### config.mk
export PLATFORM = sky130hd
export DESIGN_NAME = dmem_bridge_flat
export DESIGN_NICKNAME = d
export VERILOG_FILES = /design/src/rtl/dmem_bridge_if.sv /design/src/rtl/dmem_bridge.sv /design/src/flat_wrapper.sv
export SDC_FILE = /design/constraint.sdc
export NUM_CORES = 1
export LEC_CHECK = 0
export CAP_MARGIN = 20
export CORE_MARGIN = 4
export CORE_UTILIZATION = 38
export DETAILED_ROUTE_END_ITERATION = 7
export PLACE_DENSITY = 0.78
export SLEW_MARGIN = 30
export SYNTH_ARGS = -nofsm -noshare
export SYNTH_HDL_FRONTEND = slang
export SYNTH_SLANG_ARGS = --single-unit
### constraint.sdc
create_clock -name clk -period 2.7 [get_ports clk]
set_input_delay 0.405 -clock clk [delete_from_list [all_inputs] [get_ports clk]]
set_output_delay 0.405 -clock clk [all_outputs]
set_load 0.02 [all_outputs]
### src/rtl/dmem_bridge_if.sv
// Core-side data-memory bus between the RV32I MEM stage (master) and dmem_bridge (slave).
interface dmem_bridge_if;
   logic        MemRead;
   logic        MemWrite;
   logic [31:0] dAddress;
   logic [31:0] dWriteData;
   logic [31:0] dReadData;
   logic        mem_ready;
   logic        mem_err;

   modport master (
      output MemRead, MemWrite, dAddress, dWriteData,
      input  dReadData, mem_ready, mem_err
   );

   modport slave (
      input  MemRead, MemWrite, dAddress, dWriteData,
      output dReadData, mem_ready, mem_err
   );
endinterface

### src/rtl/dmem_bridge.sv
// Data-memory bridge: decodes core strobes into RAM / MMIO / unmapped space and runs one access per request.
// Define DMEM_MMIO_EN to build the MMIO window (LED register at +0, cycle counter at +4).
module dmem_bridge #(
   parameter logic [31:0] RAM_BASE    = 32'h1001_0000,
   parameter int          RAM_WORDS   = 1024,
   parameter int          RAM_LATENCY = 2,
   parameter logic [31:0] MMIO_BASE   = 32'hFFFF_0000
) (
   input  logic                         clk,
   input  logic                         rst,
   dmem_bridge_if.slave                 bus,
   output logic                         ram_en,
   output logic                         ram_we,
   output logic [$clog2(RAM_WORDS)-1:0] ram_addr,
   output logic [31:0]                  ram_wdata,
   input  logic [31:0]                  ram_rdata,
   output logic [31:0]                  led_out
);

   localparam int          AW     = $clog2(RAM_WORDS);
   localparam logic [3:0]  LAT_M1 = 4'(RAM_LATENCY - 1);
   localparam logic [32:0] RAM_LO = {1'b0, RAM_BASE};
   localparam logic [32:0] RAM_HI = RAM_LO + (33'(RAM_WORDS) << 2);
`ifdef DMEM_MMIO_EN
   localparam bit          MMIO_ON = 1'b1;
`else
   localparam bit          MMIO_ON = 1'b0;
`endif

   typedef enum logic [1:0] {IDLE, ISSUE, WAIT, DONE} state_t;

   state_t        state;
   logic [3:0]    wait_cnt;
   logic          req;
   logic          hit_ram;
   logic          hit_led;
   logic          hit_cnt;
   logic          req_bad;
   logic [AW-1:0] ram_word;
   logic [31:0]   mmio_rdata;

   // 33-bit compare keeps the RAM window from wrapping past 32'hFFFFFFFF.
   assign req      = bus.MemRead || bus.MemWrite;
   assign hit_ram  = ({1'b0, bus.dAddress} >= RAM_LO) && ({1'b0, bus.dAddress} < RAM_HI);
   assign hit_led  = MMIO_ON && (bus.dAddress == MMIO_BASE);
   assign hit_cnt  = MMIO_ON && (bus.dAddress == MMIO_BASE + 32'd4);
   assign req_bad  = (bus.MemRead && bus.MemWrite) || (bus.dAddress[1:0] != 2'b00)
                     || !(hit_ram || hit_led || hit_cnt);
   assign ram_word = AW'((bus.dAddress - RAM_BASE) >> 2);

`ifdef DMEM_MMIO_EN
   logic [31:0] led_reg;
   logic [31:0] cycle_count;

   always_ff @(posedge clk) begin
      if (rst) cycle_count <= '0;
      else     cycle_count <= cycle_count + 32'd1;
   end

   assign mmio_rdata = hit_cnt ? cycle_count : led_reg;
   assign led_out    = led_reg;
`else
   assign mmio_rdata = '0;
   assign led_out    = '0;
`endif

   // Everything the bridge presents is registered here; pulses default low each cycle.
   always_ff @(posedge clk) begin
      if (rst) begin
         state         <= IDLE;
         wait_cnt      <= '0;
         ram_en        <= 1'b0;
         ram_we        <= 1'b0;
         ram_addr      <= '0;
         ram_wdata     <= '0;
         bus.dReadData <= '0;
         bus.mem_ready <= 1'b0;
         bus.mem_err   <= 1'b0;
`ifdef DMEM_MMIO_EN
         led_reg       <= '0;
`endif
      end else begin
         ram_en        <= 1'b0;
         bus.mem_ready <= 1'b0;
         bus.mem_err   <= 1'b0;
         case (state)
            IDLE: begin
               if (req) begin
                  if (req_bad) begin
                     state         <= DONE;
                     bus.mem_ready <= 1'b1;
                     bus.mem_err   <= 1'b1;
                     if (bus.MemRead) bus.dReadData <= '0;
                  end else if (hit_ram) begin
                     state     <= ISSUE;
                     ram_en    <= 1'b1;
                     ram_we    <= bus.MemWrite;
                     ram_addr  <= ram_word;
                     ram_wdata <= bus.dWriteData;
                  end else begin
                     // MMIO: counter writes are silently dropped.
                     state         <= DONE;
                     bus.mem_ready <= 1'b1;
                     if (bus.MemRead) bus.dReadData <= mmio_rdata;
`ifdef DMEM_MMIO_EN
                     else if (hit_led) led_reg <= bus.dWriteData;
`endif
                  end
               end
            end
            ISSUE: begin
               if (ram_we) begin
                  state         <= DONE;
                  bus.mem_ready <= 1'b1;
               end else begin
                  state    <= WAIT;
                  wait_cnt <= LAT_M1;
               end
            end
            WAIT: begin
               if (wait_cnt == 4'd0) begin
                  bus.dReadData <= ram_rdata;
                  bus.mem_ready <= 1'b1;
                  state         <= DONE;
               end else begin
                  wait_cnt <= wait_cnt - 4'd1;
               end
            end
            DONE: begin
               // A held strobe must not start a second access.
               if (!req) state <= IDLE;
            end
            default: state <= IDLE;
         endcase
      end
   end

endmodule

### src/flat_wrapper.sv
// flat-port wrapper written by rule: the top's interface ports become plain ports
module dmem_bridge_flat 
#(
   parameter logic [31:0] RAM_BASE    = 32'h1001_0000,
   parameter int          RAM_WORDS   = 1024,
   parameter int          RAM_LATENCY = 2,
   parameter logic [31:0] MMIO_BASE   = 32'hFFFF_0000
)
  (clk, rst, ram_en, ram_we, ram_addr, ram_wdata, ram_rdata, led_out, bus_MemRead, bus_MemWrite, bus_dAddress, bus_dWriteData, bus_dReadData, bus_mem_ready, bus_mem_err);
  dmem_bridge_if bus_i ();
  input  logic clk;
  input  logic rst;
  output logic ram_en;
  output logic ram_we;
  output logic [$clog2(RAM_WORDS)-1:0] ram_addr;
  output logic [31:0] ram_wdata;
  input  logic [31:0] ram_rdata;
  output logic [31:0] led_out;
  input wire logic [$bits(bus_i.MemRead)-1:0] bus_MemRead;
  input wire logic [$bits(bus_i.MemWrite)-1:0] bus_MemWrite;
  input wire logic [$bits(bus_i.dAddress)-1:0] bus_dAddress;
  input wire logic [$bits(bus_i.dWriteData)-1:0] bus_dWriteData;
  output wire logic [$bits(bus_i.dReadData)-1:0] bus_dReadData;
  output wire logic [$bits(bus_i.mem_ready)-1:0] bus_mem_ready;
  output wire logic [$bits(bus_i.mem_err)-1:0] bus_mem_err;
  assign bus_i.MemRead = bus_MemRead;
  assign bus_i.MemWrite = bus_MemWrite;
  assign bus_i.dAddress = bus_dAddress;
  assign bus_i.dWriteData = bus_dWriteData;
  assign bus_dReadData = bus_i.dReadData;
  assign bus_mem_ready = bus_i.mem_ready;
  assign bus_mem_err = bus_i.mem_err;
  dmem_bridge #(.RAM_BASE(RAM_BASE), .RAM_WORDS(RAM_WORDS), .RAM_LATENCY(RAM_LATENCY), .MMIO_BASE(MMIO_BASE)) u_core (.clk(clk), .rst(rst), .bus(bus_i), .ram_en(ram_en), .ram_we(ram_we), .ram_addr(ram_addr), .ram_wdata(ram_wdata), .ram_rdata(ram_rdata), .led_out(led_out));
endmodule
# After elaboration in Yosys (flattened, before gate mapping)
# Index checks and enable logic that the tools add are counted.
word_totals:
  latch_bits: 0
  memories: 0
  elab_cells: 66
  mem_bits_ro: 0
  ram_bits: 0
  inputBits: 100
  regBits: 84
op_classes:
  reduce_logical: 17
  mul: 0
  n_shift: 0
  add_sub_neg: 2
  div: 0
  n_eq_ne: 9
  n_mux: 24
  n_lt_le_gt_ge: 2
  n_bitwise: 3
op_table:
  columns: ["operator", "count"]
  rows:
  - ["$mux 32", 5]
  - ["$pmux 32 s2", 1]
  - ["$ge 32x29->1 const B", 1]
  - ["$lt 32x29->1 const B", 1]
  - ["$sub 12x1->12 const B", 1]
  - ["$mux 2", 5]
  - ["$mux 1", 8]
  - ["$mux 4", 2]
  - ["$pmux 2 s4", 1]
  - ["$pmux 4 s2", 1]
  - ["$reduce_and 4->1", 2]
  - ["$ne 2x2->1 const B", 3]
  - ["$reduce_and 3->1", 2]
  - ["$reduce_bool 2->1", 3]
  - ["$eq 2x2->1 const B", 2]
  - ["$logic_not 4->1", 1]
  - ["$ne 2x1->1 const B", 2]
  - ["$reduce_or 4->1", 1]
  - ["$sub 4x1->4 const B", 1]
  - ["$logic_or 1x1->1", 3]
  - ["$ne 3x3->1 const B", 1]
  - ["$not 1->1", 3]
  - ["$pmux 1 s3", 1]
  - ["$reduce_or 3->1", 1]
  - ["4 further kinds", 5]

# Depth between registers and ports, before layout
depth:
  word_depth: 7
  mapped_depth: 8
  ltp_nobuf: 6

# Worst setup path after synthesis
# OpenSTA, ideal clock, no wires.
synth_timing:
  path_kind: "input -> register"
  from: "input port bus_dAddress[23]"
  to: "register u_core.ram_addr[0]"
  setup_time_ps: 72
  slack_ps: 605
  stages: 6
  n_path_buf: 2
  required_time_ps: 2628
  arrival_ps: 2024
  path_cell_list: "or4_1 or2_1 buf_6 nor3_4 buf_8 mux2i_1"
synth_via:
  elab_chain_len: 6
  word_cells_on_any_way: 7
  classes_between: "order compare: 2; bitwise: 1; reduce/logical: 4"
synth_rtl:
  columns: ["element", "line_no", "source"]
  rows:
  - ["start: declaration", "flat_wrapper.sv:21", "input wire logic [$bits(bus_i.dAddress)-1:0] bus_dAddress;"]
  - ["$ge 32x29->1 / $lt 32x29->1 (equally long branches)", "dmem_bridge.sv:44", "assign hit_ram = ({1'b0, bus.dAddress} >= RAM_LO) && ({1'b0, bus.dAddress} < RAM_HI);"]
  - ["$logic_and 1x1->1 (*)", "dmem_bridge.sv:44", null]
  - ["$logic_not 1->1", "dmem_bridge.sv:48", "|| !(hit_ram || hit_led || hit_cnt);"]
  - ["$logic_or 1x1->1", "dmem_bridge.sv:48", null]
  - ["$not 1->1 (no line)", null, null]
  - ["$reduce_and 4->1 (no line) (*)", null, null]
  - ["end signal: assignment", "dmem_bridge.sv:98", "ram_addr <= ram_word;"]
  - ["end: declaration", "dmem_bridge.sv:14", "output logic [$clog2(RAM_WORDS)-1:0] ram_addr,"]
# Every way passes the cells marked *; elsewhere a longest branch is shown, timed or not.
# A chain may end at the register's enable or synchronous reset.

# Worst setup path after layout
layout_timing:
  from: "input port bus_dAddress[23]"
  to: "register u_core.ram_addr[5]"
# Same word-level chain as after synthesis.

==> impl_metrics.prom <==
# TYPE chip_impl_metric gauge
chip_impl_metric{name="global_route_wire_length_before_repair",unit="um"} 15410
chip_impl_metric{name="clock_power_share",unit=""} 0.255
chip_impl_metric{name="drt_pass1_iterations",unit=""} 4
chip_impl_metric{name="timing.final.max_slew_violations",unit=""} 0
chip_impl_info{name="grt_setup_unrepaired",value="no"} 1
chip_impl_metric{name="setup_violations",unit=""} 0
chip_impl_metric{name="htree_num_levels",unit=""} 3
chip_impl_metric{name="cellPowerDensity",unit="nW/um^2"} 637.3
chip_impl_metric{name="area.sequential",unit="um^2"} 1682
chip_impl_metric{name="num_io_pins",unit=""} 210
chip_impl_metric{name="initial_antenna_violation_count",unit=""} 0
chip_impl_metric{name="cellInternalPower",unit="mW"} 2.372
chip_impl_metric{name="finalCritPeriodShare",unit=""} 0.8236
chip_impl_metric{name="filler_cell_count",unit=""} 802
chip_impl_metric{name="whs_path_depth",unit=""} 2
chip_impl_metric{name="synth-seq-area-share",unit=""} 0.4704
chip_impl_metric{name="max_cap_violations",unit=""} 0
chip_impl_metric{name="wl_per_cell",unit="um"} 14.61
chip_impl_info{name="r2r_start",value="u_core.state[0]"} 1
chip_impl_info{name="worst_hold_path.endpoint",value="u_core.ram_wdata[31]"} 1
chip_impl_metric{name="switchingPower",unit="mW"} 1.123
chip_impl_metric{name="ys_seq_elements",unit=""} 84
chip_impl_metric{name="crit_required",unit="ps"} 2970
chip_impl_metric{name="tritoncts.num_buffers",unit=""} 9
chip_impl_metric{name="post_route_cells_drive_above_1_share",unit=""} 0.05028
chip_impl_metric{name="row_count",unit=""} 35
chip_impl_metric{name="clk_pin_slew",unit="ps"} 90
chip_impl_metric{name="finalNetCount",unit=""} 640
chip_impl_metric{name="max_freq",unit="MHz"} 449.7
chip_impl_info{name="worstSetupStartpointType",value="input port"} 1
chip_impl_metric{name="arrival",unit="ps"} 2500
chip_impl_metric{name="hold_buffers",unit=""} 0
chip_impl_info{name="final_common_cell",value="clkdlybuf4s50_1"} 1
chip_impl_metric{name="routabilityCongestion",unit=""} 0.8435
chip_impl_metric{name="synth_edf_count",unit=""} 0
chip_impl_metric{name="cts_sinks",unit=""} 84
chip_impl_metric{name="core_area",unit="um^2"} 9196
chip_impl_metric{name="area_growth",unit="%"} 53.41
chip_impl_metric{name="port_buffers",unit=""} 177
chip_impl_metric{name="max-vdd-ir-drop",unit="mV"} 0.4671
chip_impl_metric{name="number_of_buffers_on_the_longest_clock_path",unit=""} 2
chip_impl_metric{name="reg2reg_setup_slack",unit="ps"} 580
chip_impl_metric{name="routed-via-count",unit=""} 3107
chip_impl_metric{name="syn-cell-area",unit="um^2"} 3575
chip_impl_info{name="yosys_most_used_dff",value="dfxtp_1"} 1
chip_impl_metric{name="totalWireLength",unit="um"} 9467
chip_impl_metric{name="globalRoute.totalOverflow",unit=""} 0
chip_impl_metric{name="grt_pass1_vias",unit=""} 3202
chip_impl_metric{name="yosys_warnings",unit=""} 0
chip_impl_metric{name="drc_violations",unit=""} 0
chip_impl_info{name="hold_path.class",value="reg2reg"} 1
chip_impl_metric{name="synthDistinctLibCells",unit=""} 45
chip_impl_metric{name="clock-skew-final",unit="ps"} 10.03
chip_impl_info{name="most-common-layout-cells",value="177 x clkdlybuf4s50_1, 88 x nand2_1, 84 x dfxtp_1"} 1
chip_impl_metric{name="relSlewSlack",unit=""} 0.5946
chip_impl_metric{name="cts_resized",unit=""} 0
chip_impl_info{name="cts.root.buffer_cell",value="clkbuf_8"} 1
chip_impl_metric{name="pwr-share-comb",unit=""} 0.324
chip_impl_metric{name="dp_hpwl",unit="um"} 7200
chip_impl_metric{name="synthesis.instances",unit=""} 363
chip_impl_metric{name="start_util",unit=""} 0.3887
chip_impl_metric{name="totalPowerFinal",unit="mW"} 3.495
chip_impl_metric{name="finalSetupTns",unit="ps"} 0
chip_impl_info{name="timing.setup.critical_path_class",value="in2reg"} 1
chip_impl_metric{name="p_leak",unit="nW"} 2.061
chip_impl_metric{name="globalRouteTotalUtil",unit=""} 0.1697
chip_impl_metric{name="worst-path-max-fanout",unit=""} 42
chip_impl_metric{name="worst_reg2reg_path_length_in_cells",unit=""} 7
chip_impl_metric{name="drtIter0Drc",unit=""} 71
chip_impl_metric{name="num_antenna_cells",unit=""} 0
chip_impl_metric{name="p_sw_frac",unit=""} 0.3213
chip_impl_metric{name="grt_max_degree",unit=""} 53
chip_impl_metric{name="clock_latency",unit="ps"} 340
chip_impl_info{name="r2r_end",value="u_core.bus.dReadData[29]"} 1
chip_impl_metric{name="cts.repair_timing.setup_buffer_count",unit=""} 0
chip_impl_info{name="tritoncts",value="yes"} 1
chip_impl_info{name="hold_path.startpoint",value="u_core.ram_wdata[31]"} 1
chip_impl_info{name="critical_path.endpoint_type",value="register"} 1
chip_impl_metric{name="die_area",unit="um^2"} 11020
chip_impl_metric{name="multi_input_area",unit="um^2"} 1608
chip_impl_metric{name="die_h",unit="um"} 105.0
chip_impl_metric{name="tightestPinTransition",unit="ps"} 601.7
chip_impl_metric{name="report.final.hold_viol_count",unit=""} 0
chip_impl_metric{name="synth_async_sr_flop_share",unit=""} 0
chip_impl_info{name="outcome",value="completed"} 1
chip_impl_metric{name="postSynthAreaPerCell",unit="um^2"} 9.848
chip_impl_metric{name="die_width",unit="um"} 105.0
chip_impl_metric{name="layout_min_cycle_time",unit="ps"} 2224
chip_impl_metric{name="antenna_violating_nets_post_route",unit=""} 0
chip_impl_metric{name="share_seq_of_total_power",unit=""} 0.420
chip_impl_metric{name="routed_via_density",unit=""} 4.795
-- metal layers --
metal	global-route usage	up-vias	routed length, um
li1	-	1528	-
met1	0.1987	1423	3858
met4	0.05342	0	98
met5	0	-	0
met2	0.2841	147	4527
met3	0.06733	9	982
-- worst max path at each step --
stage | from | end | slack (ps) | depth (start not counted)
6_report | bus_dAddress[23] | u_core.ram_addr[5] | 480 | 6
5_1_grt | bus_dAddress[23] | u_core.ram_wdata[17] | 370 | 6
4_1_cts | bus_dAddress[23] | u_core.ram_addr[5] | 480 | 6
3_5_place_dp | bus_dAddress[23] | u_core.ram_addr[5] | 100 | 6
3_3_place_gp | bus_dAddress[23] | u_core.ram_wdata[5] | 180 | 6
2_1_floorplan | bus_dAddress[23] | u_core.ram_addr[0] | 600 | 6
-- registers in the layout, indices dropped and copies added, names as in the netlist --
signal and count:
u_core.bus.dReadData 32, u_core.bus.mem_err 1, u_core.bus.mem_ready 1, u_core.ram_addr 10, u_core.ram_en 1, u_core.ram_wdata 32, u_core.ram_we 1, u_core.state 2
u_core.wait_cnt 4
-- synth_stat cells, types with 2 or more instances --
cell type | n | share of area
nor2_1 | 4 | 0.0042
o31ai_1 | 2 | 0.0042
nor3_1 | 2 | 0.0028
a41o_1 | 2 | 0.0056
a21oi_1 | 3 | 0.0042
buf_2 | 3 | 0.0042
clkbuf_1 | 14 | 0.015
a211oi_1 | 2 | 0.0042
a22o_1 | 32 | 0.078
mux2i_1 | 42 | 0.12
buf_8 | 4 | 0.017
o21ai_0 | 3 | 0.0042
dfxtp_1 | 84 | 0.47
inv_1 | 5 | 0.0053
buf_4 | 32 | 0.067
nand2_1 | 88 | 0.092
ha_1 | 7 | 0.025
nor4_1 | 5 | 0.0088
and3_1 | 2 | 0.0035
o21a_1 | 2 | 0.0042
-- kinds of logic (layout without fill, tap and decap cells) --
family | Yosys count | in the layout | synth area share
DFF | 84 | 84 | 0.4704
muxes | 42 | 42 | 0.1176
buffers and inverters | 60 | 203 | 0.1124
other | 1 | 32 | 0.001049
and+or+nand+nor | 115 | 115 | 0.1453
AOI/OAI and AO/OA | 54 | 54 | 0.1288
adders and majority gates | 7 | 7 | 0.02450
-- through the flow --
stage          cells  area, um^2  setup slack (ps)    util  hold slack [ps]
6_report         648        5484             476.2  0.5963            458.8
2_1_floorplan    394        3691             604.6       -            458.8
3_3_place_gp     633        5285             182.3  0.5747            441.2
3_5_place_dp     633        5285             101.9  0.5747            452.3
4_1_cts          648        5484             480.6  0.5963            462.7
5_1_grt          648        5484             370.8  0.5963            478.4
-- power groups by stage --
stage | clock [mW] | sequential (mW) | combinational [mW]
after global placement | 0 | 1.49 | 1.10
after global routing | 0.981 | 1.49 | 1.23
after floorplan | 0 | 1.61 | 0.542
after CTS | 0.932 | 1.47 | 1.14
after detailed placement | 0 | 1.49 | 1.13
final | 0.893 | 1.47 | 1.13
-- critical path, stage by stage --
cell,delay [ps]
clkdlybuf4s50_1,390
or4_1,530
or2_1,360
nor3_4,240
buf_12,300
mux2i_1,230
-- layout make-up --
type | instances | share of cell area
Clock buffer | 10 | 0.02510
Clock inverter | 5 | 0.01118
Inverter | 6 | 0.004107
Multi-Input combinational cell | 250 | 0.2932
Sequential cell | 84 | 0.3066
Tap cell | 111 | 0.02533
Timing Repair Buffer | 182 | 0.3345
Note: power is estimated with default switching activity, not from simulation.
